### config.mk
export PLATFORM = sky130hd
export DESIGN_NAME = noc_output_port_arbiter_flat
export DESIGN_NICKNAME = d
export VERILOG_FILES = /design/src/rtl/noc_output_port_arbiter_if.sv /design/src/rtl/noc_output_port_arbiter.sv /design/src/flat_wrapper.sv
export SDC_FILE = /design/constraint.sdc
export NUM_CORES = 1
export LEC_CHECK = 0
export CORE_AREA = 2 2 57 59
export DETAILED_ROUTE_END_ITERATION = 6
export DIE_AREA = 0 0 59 61
export PLACE_DENSITY = 0.89
export SETUP_SLACK_MARGIN = 0.15
export SYNTH_ARGS = -nofsm -noshare
export SYNTH_HDL_FRONTEND = slang
export SYNTH_SLANG_ARGS = --single-unit
export TNS_END_PERCENT = 5
### constraint.sdc
create_clock -name clk -period 11.3 [get_ports clk]
set_input_delay 2.26 -clock clk [delete_from_list [all_inputs] [get_ports clk]]
set_output_delay 2.26 -clock clk [all_outputs]
set_load 0.01 [all_outputs]
### src/rtl/noc_output_port_arbiter_if.sv
// Handshake bundle between the input buffers of one output port and its
// round-robin arbiter. The master side (input buffers / link) drives the
// requests, flit qualifiers and downstream readiness; the slave side
// (the arbiter) returns the registered grant and status.
interface noc_output_port_arbiter_if #(
  parameter int NUM_PORTS = 5
);
  logic [NUM_PORTS-1:0] req;
  logic [NUM_PORTS-1:0] flit_valid;
  logic [NUM_PORTS-1:0] flit_tail;
  logic                 out_ready;
  logic [NUM_PORTS-1:0] grant;
  logic                 fwd_fire;
  logic                 busy;
  logic                 wdog_trip;

  modport master (
    output req, flit_valid, flit_tail, out_ready,
    input  grant, fwd_fire, busy, wdog_trip
  );

  modport slave (
    input  req, flit_valid, flit_tail, out_ready,
    output grant, fwd_fire, busy, wdog_trip
  );
endinterface

### src/rtl/noc_output_port_arbiter.sv
// Per-output-port round-robin wormhole arbiter of the 5-port mesh router.
// A head-flit request wins a one-hot registered grant that is held until
// the packet's tail flit is forwarded; the next search then starts at the
// port after the previous owner, so continuous requesters are served in
// strict rotation with a one-cycle bubble between packets.
//
// Optional feature macro: ARB_WATCHDOG_EN
//   defined   : a stall counter forces release of a lock that has not
//               forwarded a flit for WDOG_CYCLES cycles, pulsing wdog_trip.
//   undefined : no counter; wdog_trip is tied low and only a tail releases.
//
// state  | meaning
// -------+--------------------------------------------------------------
// IDLE   | no owner; grant=0; searching req from rr_ptr each cycle
// LOCKED | grant[gnt_idx]=1; forwarding that port's packet until its tail
module noc_output_port_arbiter #(
  parameter int NUM_PORTS   = 5,
  parameter int WDOG_CYCLES = 64,
  parameter int WDOG_W      = 7
) (
  input logic                    clk,
  input logic                    rst_n,
  noc_output_port_arbiter_if.slave port_if
);

  localparam int PTR_W = (NUM_PORTS > 1) ? $clog2(NUM_PORTS) : 1;

  // The stall counter must be able to hold WDOG_CYCLES without wrapping.
  localparam bit WDOG_CFG_OK = ((1 << WDOG_W) > WDOG_CYCLES);

  typedef enum logic {
    IDLE   = 1'b0,
    LOCKED = 1'b1
  } state_t;

  state_t               state;
  logic [NUM_PORTS-1:0] grant_q;
  logic                 busy_q;
  logic [PTR_W-1:0]     rr_ptr;
  logic [PTR_W-1:0]     gnt_idx;

  logic [PTR_W-1:0]     pick_idx;
  logic                 pick_found;
  logic [PTR_W-1:0]     next_ptr;
  logic                 fire;
  logic                 tail_fire;

`ifdef ARB_WATCHDOG_EN
  logic [WDOG_W-1:0]    wdog_cnt;
  logic                 wdog_trip_q;
  logic                 wdog_expire;
`endif

  // Port index base+offset, wrapped into 0..NUM_PORTS-1 (offset < NUM_PORTS).
  function automatic logic [PTR_W-1:0] wrap_idx(input logic [PTR_W-1:0] base,
                                                input int              offset);
    int sum;
    sum = int'(base) + offset;
    if (sum >= NUM_PORTS) begin
      sum = sum - NUM_PORTS;
    end
    return PTR_W'(sum);
  endfunction

  // Round-robin search: first requester at or after rr_ptr, wrapping around.
  always_comb begin
    pick_found = 1'b0;
    pick_idx   = '0;
    for (int k = 0; k < NUM_PORTS; k++) begin
      if (!pick_found && port_if.req[wrap_idx(rr_ptr, k)]) begin
        pick_found = 1'b1;
        pick_idx   = wrap_idx(rr_ptr, k);
      end
    end
  end

  // Pointer value to resume searching from after the current owner releases.
  assign next_ptr = wrap_idx(gnt_idx, 1);

  // A flit moves only from the granted port, and only when downstream accepts.
  // grant_q is zero in IDLE, so this cannot fire outside LOCKED.
  assign fire      = (|(grant_q & port_if.flit_valid)) & port_if.out_ready;
  assign tail_fire = (|(grant_q & port_if.flit_valid & port_if.flit_tail))
                     & port_if.out_ready;

`ifdef ARB_WATCHDOG_EN
  // wdog_cnt holds the stall cycles already elapsed in this lock; a stall in
  // the current cycle brings it to WDOG_CYCLES, which releases on this edge.
  assign wdog_expire = !fire && (wdog_cnt == WDOG_W'(WDOG_CYCLES - 1));
`endif

  // Arbitration FSM: grant/busy/pointer (and watchdog) all registered here.
  always_ff @(posedge clk or negedge rst_n) begin
    if (!rst_n) begin
      state       <= IDLE;
      grant_q     <= '0;
      busy_q      <= 1'b0;
      rr_ptr      <= '0;
      gnt_idx     <= '0;
`ifdef ARB_WATCHDOG_EN
      wdog_cnt    <= '0;
      wdog_trip_q <= 1'b0;
`endif
    end else begin
`ifdef ARB_WATCHDOG_EN
      wdog_trip_q <= 1'b0;
`endif
      case (state)
        IDLE: begin
          if (pick_found) begin
            state   <= LOCKED;
            grant_q <= NUM_PORTS'(1) << pick_idx;
            busy_q  <= 1'b1;
            gnt_idx <= pick_idx;
`ifdef ARB_WATCHDOG_EN
            wdog_cnt <= '0;
`endif
          end
        end

        LOCKED: begin
          if (tail_fire) begin
            state   <= IDLE;
            grant_q <= '0;
            busy_q  <= 1'b0;
            rr_ptr  <= next_ptr;
`ifdef ARB_WATCHDOG_EN
            wdog_cnt <= '0;
`endif
          end
`ifdef ARB_WATCHDOG_EN
          else if (wdog_expire) begin
            // Stuck owner: drop it and move on as if its tail had gone.
            state       <= IDLE;
            grant_q     <= '0;
            busy_q      <= 1'b0;
            rr_ptr      <= next_ptr;
            wdog_cnt    <= '0;
            wdog_trip_q <= 1'b1;
          end else if (fire) begin
            wdog_cnt <= '0;
          end else begin
            wdog_cnt <= wdog_cnt + WDOG_W'(1);
          end
`endif
        end

        default: begin
          state   <= IDLE;
          grant_q <= '0;
          busy_q  <= 1'b0;
        end
      endcase
    end
  end

  assign port_if.grant    = grant_q;
  assign port_if.busy     = busy_q;
  assign port_if.fwd_fire = fire;
`ifdef ARB_WATCHDOG_EN
  assign port_if.wdog_trip = wdog_trip_q;
`else
  assign port_if.wdog_trip = 1'b0;
`endif

  // Structural invariants of the grant path.
  a_grant_onehot0 : assert property (@(posedge clk) disable iff (!rst_n)
                                     $onehot0(grant_q));
  a_fire_busy     : assert property (@(posedge clk) disable iff (!rst_n)
                                     fire |-> busy_q);
  a_busy_grant    : assert property (@(posedge clk) disable iff (!rst_n)
                                     busy_q == (grant_q != '0));
  a_wdog_cfg      : assert property (@(posedge clk) WDOG_CFG_OK);

endmodule

### src/flat_wrapper.sv
// flat-port wrapper written by rule: the top's interface ports become plain ports
module noc_output_port_arbiter_flat 
#(
  parameter int NUM_PORTS   = 5,
  parameter int WDOG_CYCLES = 64,
  parameter int WDOG_W      = 7
)
  (clk, rst_n, port_if_req, port_if_flit_valid, port_if_flit_tail, port_if_out_ready, port_if_grant, port_if_fwd_fire, port_if_busy, port_if_wdog_trip);
  noc_output_port_arbiter_if #(.NUM_PORTS(NUM_PORTS)) port_if_i ();
  input logic clk;
  input logic rst_n;
  input wire logic [$bits(port_if_i.req)-1:0] port_if_req;
  input wire logic [$bits(port_if_i.flit_valid)-1:0] port_if_flit_valid;
  input wire logic [$bits(port_if_i.flit_tail)-1:0] port_if_flit_tail;
  input wire logic [$bits(port_if_i.out_ready)-1:0] port_if_out_ready;
  output wire logic [$bits(port_if_i.grant)-1:0] port_if_grant;
  output wire logic [$bits(port_if_i.fwd_fire)-1:0] port_if_fwd_fire;
  output wire logic [$bits(port_if_i.busy)-1:0] port_if_busy;
  output wire logic [$bits(port_if_i.wdog_trip)-1:0] port_if_wdog_trip;
  assign port_if_i.req = port_if_req;
  assign port_if_i.flit_valid = port_if_flit_valid;
  assign port_if_i.flit_tail = port_if_flit_tail;
  assign port_if_i.out_ready = port_if_out_ready;
  assign port_if_grant = port_if_i.grant;
  assign port_if_fwd_fire = port_if_i.fwd_fire;
  assign port_if_busy = port_if_i.busy;
  assign port_if_wdog_trip = port_if_i.wdog_trip;
  noc_output_port_arbiter #(.NUM_PORTS(NUM_PORTS), .WDOG_CYCLES(WDOG_CYCLES), .WDOG_W(WDOG_W)) u_core (.clk(clk), .rst_n(rst_n), .port_if(port_if_i));
endmodule
==> results of run 1 <==
[final timing paths]
kind	from	to	cells past startpoint
hold reg to reg	u_core.port_if.busy	u_core.port_if.busy	1
hold / removal	u_core.port_if.busy	u_core.port_if.busy	1
min in group asynchronous	rst_n	u_core.port_if.grant[4]	1
setup / recovery	port_if_flit_valid[1]	port_if_fwd_fire	4
max in group asynchronous	rst_n	u_core.rr_ptr[0]	1
setup reg to reg	u_core.rr_ptr[1]	u_core.port_if.grant[0]	10
[layout make-up]
type / instances / area (um^2)
Inverter: 16 / 60.1
Timing Repair Buffer: 25 / 248
Multi-Input combinational cell: 164 / 1250
Sequential cell: 13 / 325
Clock buffer: 4 / 26.3
Fill cell: 256 / 1000
Tap cell: 33 / 41.3
[logic make-up after synthesis]
group	synth area share
AO/OA/AOI/OAI	0.306
adder cells (fa/ha/maj)	0.0853
other	0.00220
AND/OR/NAND/NOR	0.208
buffers and inverters	0.0757
flip-flops	0.191
XOR/XNOR	0.0257
multiplexers	0.106
[Yosys cell counts (3+ instances only)]
cell,number,area [um^2]
xnor2_1,5,43.8
a2bb2oi_1,3,26.3
nor2b_1,5,31.3
dfrtp_1,13,325
nand2b_1,3,18.8
clkbuf_1,3,11.3
nand2_1,11,41.3
mux2i_1,6,60.1
a21oi_1,10,50.1
nor2_1,18,67.6
a211oi_1,4,30.0
mux2_2,4,45.0
nand4_1,3,18.8
a22oi_1,4,30.0
nand3_1,7,35.0
inv_1,15,56.3
ha_1,10,125
buf_2,4,20.0
a21o_1,3,22.5
o22ai_1,3,18.8
nand3b_1,7,52.6
o21ai_0,4,20.0
[sequential cells by signal (all words and copies together), names as in the netlist]
signal / count
u_core.port_if.grant: 5
u_core.port_if.busy: 1
u_core.state: 1
u_core.gnt_idx: 3
u_core.rr_ptr: 3
[routing by layer]
layer  part of all wire  vias up  GRT usage
met2               0.50       77      0.462
met4              0.017        0      0.123
li1                   -      811          -
met1               0.42      800      0.340
met3              0.068        8     0.0277
met5                  0        -          0
[metrics by stage]
step	cell area, um^2	worst slack [ps]	std cells
final	1950	5430	255
after global routing	1950	5370	255
after CTS	1950	5430	255
after detailed placement	1920	5440	251
after global placement	1920	5450	251
after floorplan	1700	6330	204
[critical path, cell delays in order]
cell,delay [ps]
clkdlybuf4s50_1,420
a222oi_1,310
a21boi_0,130
clkdlybuf4s50_1,490
==> out/results.txt, run 1 <==
status = complete, no violations
Worst Hold Slack = 490 ps
Worst Tran Pin Value = 770 ps
Post-CTS Setup Bufs = 0
Remaining Overflow, GRT = 0
Inserted Clock Buffers = 3
starting density of the core = 0.576
I/O Buffers = 24
I/O Pins = 26
MaxCap Viol Count = 0
Seq cells post-synth = 13
cts hold-fix bufs = 0
clock-pin slew on the worst setup and hold paths = 80 ps
CTS Buffer Depth = 2
Skew-Pair Late Insertion Delay = 290 ps
routed wire length = 4370 um
setup tns final = 0 ps
library cells used by synthesis = 64
Post-synth ARST share = 1.00
vias post-DR = 1,696
DR DRC count = 0
TritonCTS clock tree = built
Final nets = 252
final estimated routing congestion in global placement = 0.930
commonest non-fill, non-tap cell in the layout = clkdlybuf4s50_1
Final setup viols = 0
initial antenna violation count = 0
router iterations before antenna repair = 6
Chip Height = 61 um
RSZ-0062 raised after global routing = false
critical path class = primary input to primary output
Critical Path RT = 9040 ps
row count = 20
Netlist Area Pre-Place = 1700 um^2
flop-to-flop setup slack = 7180 ps
Post-DRT Antenna Nets = 0
Main synth FF type = dfrtp_1
largest net degree at the start of global routing = 34
first-pass GRT wire length = 7360 um
routed len/inst = 17.1 um
Setup crit start kind = primary input
Post-Syn Instances = 204
share of layout cells above drive strength 1 = 0.0901
slew margin rel. = 0.473
Synthesized Nets = 233
vias in the first global route = 1,655
Max Slew Vio Count = 0
root buf cell = clkbuf_4
All-Layer GR Usage = 0.268
Iter 0 DRT Violations = 152
post_cts resized = 0
die width = 59 um
min cycle time layout = 5870 ps
crit share post-route = 0.519
Avg Cell Area, Syn = 8.34 um^2
Area growth, synth to finish = 14.5%
core area = 2950 um^2
clk sinks = 13
Setup crit end kind = primary output
Synth Warn # = 0
die area = 3600 um^2
Vias/cell = 6.65
fmax = 170 MHz
Core Util, Final = 0.660
Ant. Diodes = 0
DP Wirelength = 3260 um
critical path arrival = 3610 ps
most frequent cells in the layout = clkdlybuf4s50_1 (24), nor2_1 (18), inv_1 (15)
post-synthesis sequential area ratio = 0.191
Setup Skew = 5.72 ps
EDFF count, synth = 0
final hold violation count = 0
worst hold path class = flop to flop
CP max FO = 2
H-tree depth = 1
Power of run 1 is left out: the tool's default activity adds up to more than one toggle a clock period on the data nets, which glitch-free logic cannot reach.
==> run 2, diff against run 1 <==
CORE_AREA = 2 2 59 61   (was 2 2 57 59)
DIE_AREA = 0 0 61 63   (was 0 0 59 61)
PLACE_DENSITY = 0.84   (was 0.89)
clock period = 6 ns   (was 11.3 ns; I/O delays follow)
==> out/results.txt, run 2 (synthesized netlist as in run 1, its figures left out) <==
Inserted Clock Buffers = 3
Worst Hold Slack = 487 ps
placed cells = 264
worst setup margin = 1840 ps
All-Layer GR Usage = 0.251
first-pass GRT wire length = 7510 um
setup tns final = 0 ps
final hold violation count = 0
clk sinks = 13
Final nets = 252
TritonCTS clock tree = built
RSZ-0062 raised after global routing = false
Final setup viols = 0
fmax = 240 MHz
status = complete, no violations
root buf cell = clkbuf_4
routed len/inst = 16.9 um
cell depth of the worst flop-to-flop path = 12
share of layout cells above drive strength 1 = 0.0901
CP max stage cell = a2111oi_0
max reg flops = 5
Worst Tran Pin Value = 722 ps
Fill cells = 296
Chip Height = 63 um
largest net degree at the start of global routing = 35
pre-CTS setup slack = 1700 ps
clock-pin slew on the worst setup and hold paths = 80 ps
crit share post-route = 0.693
Setup Skew = 2.95 ps
Area growth, synth to finish = 15.4%
critical path class = flop to flop
crit-path cells = buf_4, inv_2, ha_1, inv_1, fa_1, or4_1, a2111oi_0, a211o_1, nor2_1, a31oi_2, o211ai_1, o32ai_1
commonest non-fill, non-tap cell in the layout = clkdlybuf4s50_1
die area = 3840 um^2
flop-to-flop setup slack = 1840 ps
vias in the first global route = 1,646
cts hold-fix bufs = 0
die width = 61 um
I/O Pins = 26
Post-DRT Antenna Nets = 0
Post-CTS Setup Bufs = 0
min cycle time layout = 4160 ps
max incr delay on CP = 700 ps
vias post-DR = 1,722
I/O Buffers = 24
initial antenna violation count = 0
H-tree depth = 1
router iterations before antenna repair = 5
CTS Buffer Depth = 2
Vias/cell = 6.43
Max Slew Vio Count = 0
row count = 21
Setup crit end kind = flop
Setup crit end = u_core.port_if.grant[0]
fin cells = 268
reg2reg end = u_core.port_if.grant[0]
worst hold path class = flop to flop
reg2reg start = u_core.rr_ptr[0]
critical path arrival = 4360 ps
Critical Path RT = 6200 ps
Ant. Diodes = 0
DP Wirelength = 3350 um
Remaining Overflow, GRT = 0
Setup crit start kind = flop
starting density of the core = 0.527
MaxCap Viol Count = 0
Skew-Pair Late Insertion Delay = 290 ps
final estimated routing congestion in global placement = 0.904
routed wire length = 4520 um
CP max FO = 34
most frequent cells in the layout = clkdlybuf4s50_1 (24), nor2_1 (18), inv_1 (15)
core area = 3230 um^2
DR DRC count = 0
Iter 0 DRT Violations = 153
slew margin rel. = 0.506
worst setup path startpoint = u_core.rr_ptr[0]
post_cts resized = 0
[run 2: worst min path at each step]
stage,slack (ps),cells past startpoint,from,to
after floorplan,500,1,u_core.gnt_idx[2],u_core.gnt_idx[2]
after global placement,470,1,u_core.port_if.busy,u_core.port_if.busy
after detailed placement,470,1,u_core.port_if.busy,u_core.port_if.busy
after CTS,490,1,u_core.port_if.busy,u_core.port_if.busy
after global routing,500,1,u_core.port_if.busy,u_core.port_if.busy
final,490,1,u_core.port_if.busy,u_core.port_if.busy
[run 2: critical path, delay by kind of cell (launching register included)]
kind,cells,cell delay (ps)
AO/OA/AOI/OAI,5,1980
flip-flops,1,360
AND/OR/NAND/NOR,2,610
buffers and inverters,3,480
adder cells (fa/ha/maj),2,630
[run 2: routing by layer]
metal	track usage	wire [um]
met1	0.316	1850
met2	0.421	2250
met3	0.0228	275
met4	0.114	144
met5	0	0
[run 2: stage by stage]
stage                     cell area [um^2]   util
final                                 1960  0.608
after global routing                  1960  0.608
after CTS                             1960  0.608
after detailed placement              1940  0.600
after global placement                1940  0.600
after floorplan                       1700      -
[run 2: layout make-up]
cell class	count	area, um^2	share of cell area
multi-input cells	164	1250	0.635
flip-flops and latches	13	325	0.166
repair buffers	25	248	0.126
inverters	16	60.1	0.0306
well taps	46	57.6	0.0293
clock buffers	4	26.3	0.0134
Power of run 2 is left out for the same reason.
==> run 3, diff against run 2 <==
clock period = 4.35 ns   (was 6 ns; I/O delays follow)
==> out/results.txt, run 3 (synthesized netlist as in run 1, its figures left out) <==
Worst Tran Pin Value = 608 ps
Setup crit start kind = flop
cts hold-fix bufs = 0
clock-pin slew on the worst setup and hold paths = 80 ps
Area growth, synth to finish = 16.8%
I/O Pins = 26
worst hold path class = flop to flop
vias in the first global route = 1,687
most frequent cells in the layout = clkdlybuf4s50_1 (24), nor2_1 (18), inv_1 (15)
starting density of the core = 0.527
routed wire length = 4440 um
final estimated routing congestion in global placement = 0.926
routed len/inst = 16.4 um
Cell Area, Placed = 1960 um^2
I/O Buffers = 24
die width = 61 um
RSZ-0062 raised after global routing = false
Critical Path RT = 4510 ps
met2 wire len = 2240 um
Remaining Overflow, GRT = 0
Post-DRT Antenna Nets = 0
DR DRC count = 0
Setup Skew = 0.400 ps
fmax = 256 MHz
H-tree depth = 1
DP Wirelength = 3400 um
wire length on met1 = 1850 um
DR top layer = met4
initial antenna violation count = 0
critical path class = flop to flop
CP max FO = 8
Final setup viols = 0
critical path arrival = 4070 ps
vias post-DR = 1,679
min cycle time layout = 3900 ps
TritonCTS clock tree = built
Chip Height = 63 um
Post-CTS Setup Bufs = 0
row count = 21
share of layout cells above drive strength 1 = 0.102
Vias/cell = 6.20
slew margin rel. = 0.595
Fill cells = 323
Skew-Pair Late Insertion Delay = 270 ps
MaxCap Viol Count = 0
core area = 3230 um^2
post-route cell area = 1990 um^2
Iter 0 DRT Violations = 142
die area = 3840 um^2
post_cts resized = 0
Seq. cell area = 325 um^2
root buf cell = clkbuf_4
final hold violation count = 0
largest net degree at the start of global routing = 31
area of the multi-input gates = 1250 um^2
met3 routed WL = 197 um
setup tns final = 0 ps
clk sinks = 13
commonest non-fill, non-tap cell in the layout = clkdlybuf4s50_1
Inserted Clock Buffers = 3
max reg flops = 5
Setup crit end kind = flop
All-Layer GR Usage = 0.250
status = complete, no violations
CTS Buffer Depth = 2
Final nets = 255
crit share post-route = 0.897
fin cells = 271
Ant. Diodes = 0
router iterations before antenna repair = 4
first-pass GRT wire length = 7450 um
Max Slew Vio Count = 0
placed cells = 267
## run 3: cell types whose count changed in the layout (fill, tap and decap cells not counted)
cell,change
buf_4,+3
## run 3: routing by layer
metal	up-vias	global-route usage
met3	12	0.0228
met4	0	0.117
met1	779	0.299
met2	64	0.434
li1	824	-
met5	-	0
## run 3: critical path, stage by stage (launching register included)
cell      delay, ps
dfrtp_1         550
inv_1           240
ha_1            350
a221oi_1        570
nor3_1          140
o41a_1          400
a311o_1         380
or2_4           260
o311a_1         380
mux2_4          290
a32o_1          240
## run 3: path summary, 6_finish.rpt
check	startpoint	end	slack [ps]	depth (start not counted)
worst max-delay path	u_core.rr_ptr[1]	u_core.port_if.grant[1]	450	10
min in group asynchronous	rst_n	u_core.port_if.grant[2]	960	1
max in group asynchronous	rst_n	u_core.port_if.grant[4]	3030	1
worst min-delay path	u_core.port_if.busy	u_core.port_if.busy	490	1
worst min register to register	u_core.port_if.busy	u_core.port_if.busy	490	1
worst max register to register	u_core.rr_ptr[1]	u_core.port_if.grant[1]	450	10
## run 3: final cells by class
type | count | share of cell area
inverters | 16 | 0.0302
repair buffers | 28 | 0.136
well taps | 46 | 0.0290
clock buffers | 4 | 0.0132
multi-input cells | 164 | 0.628
flip-flops and latches | 13 | 0.164
## run 3: stage by stage
step	hold WS, ps	setup slack (ps)	util
after global routing	504	265	0.615
final	486	447	0.615
after global placement	469	437	0.607
after floorplan	499	808	-
after detailed placement	471	361	0.607
after CTS	493	479	0.615
Power of run 3 is left out for the same reason.
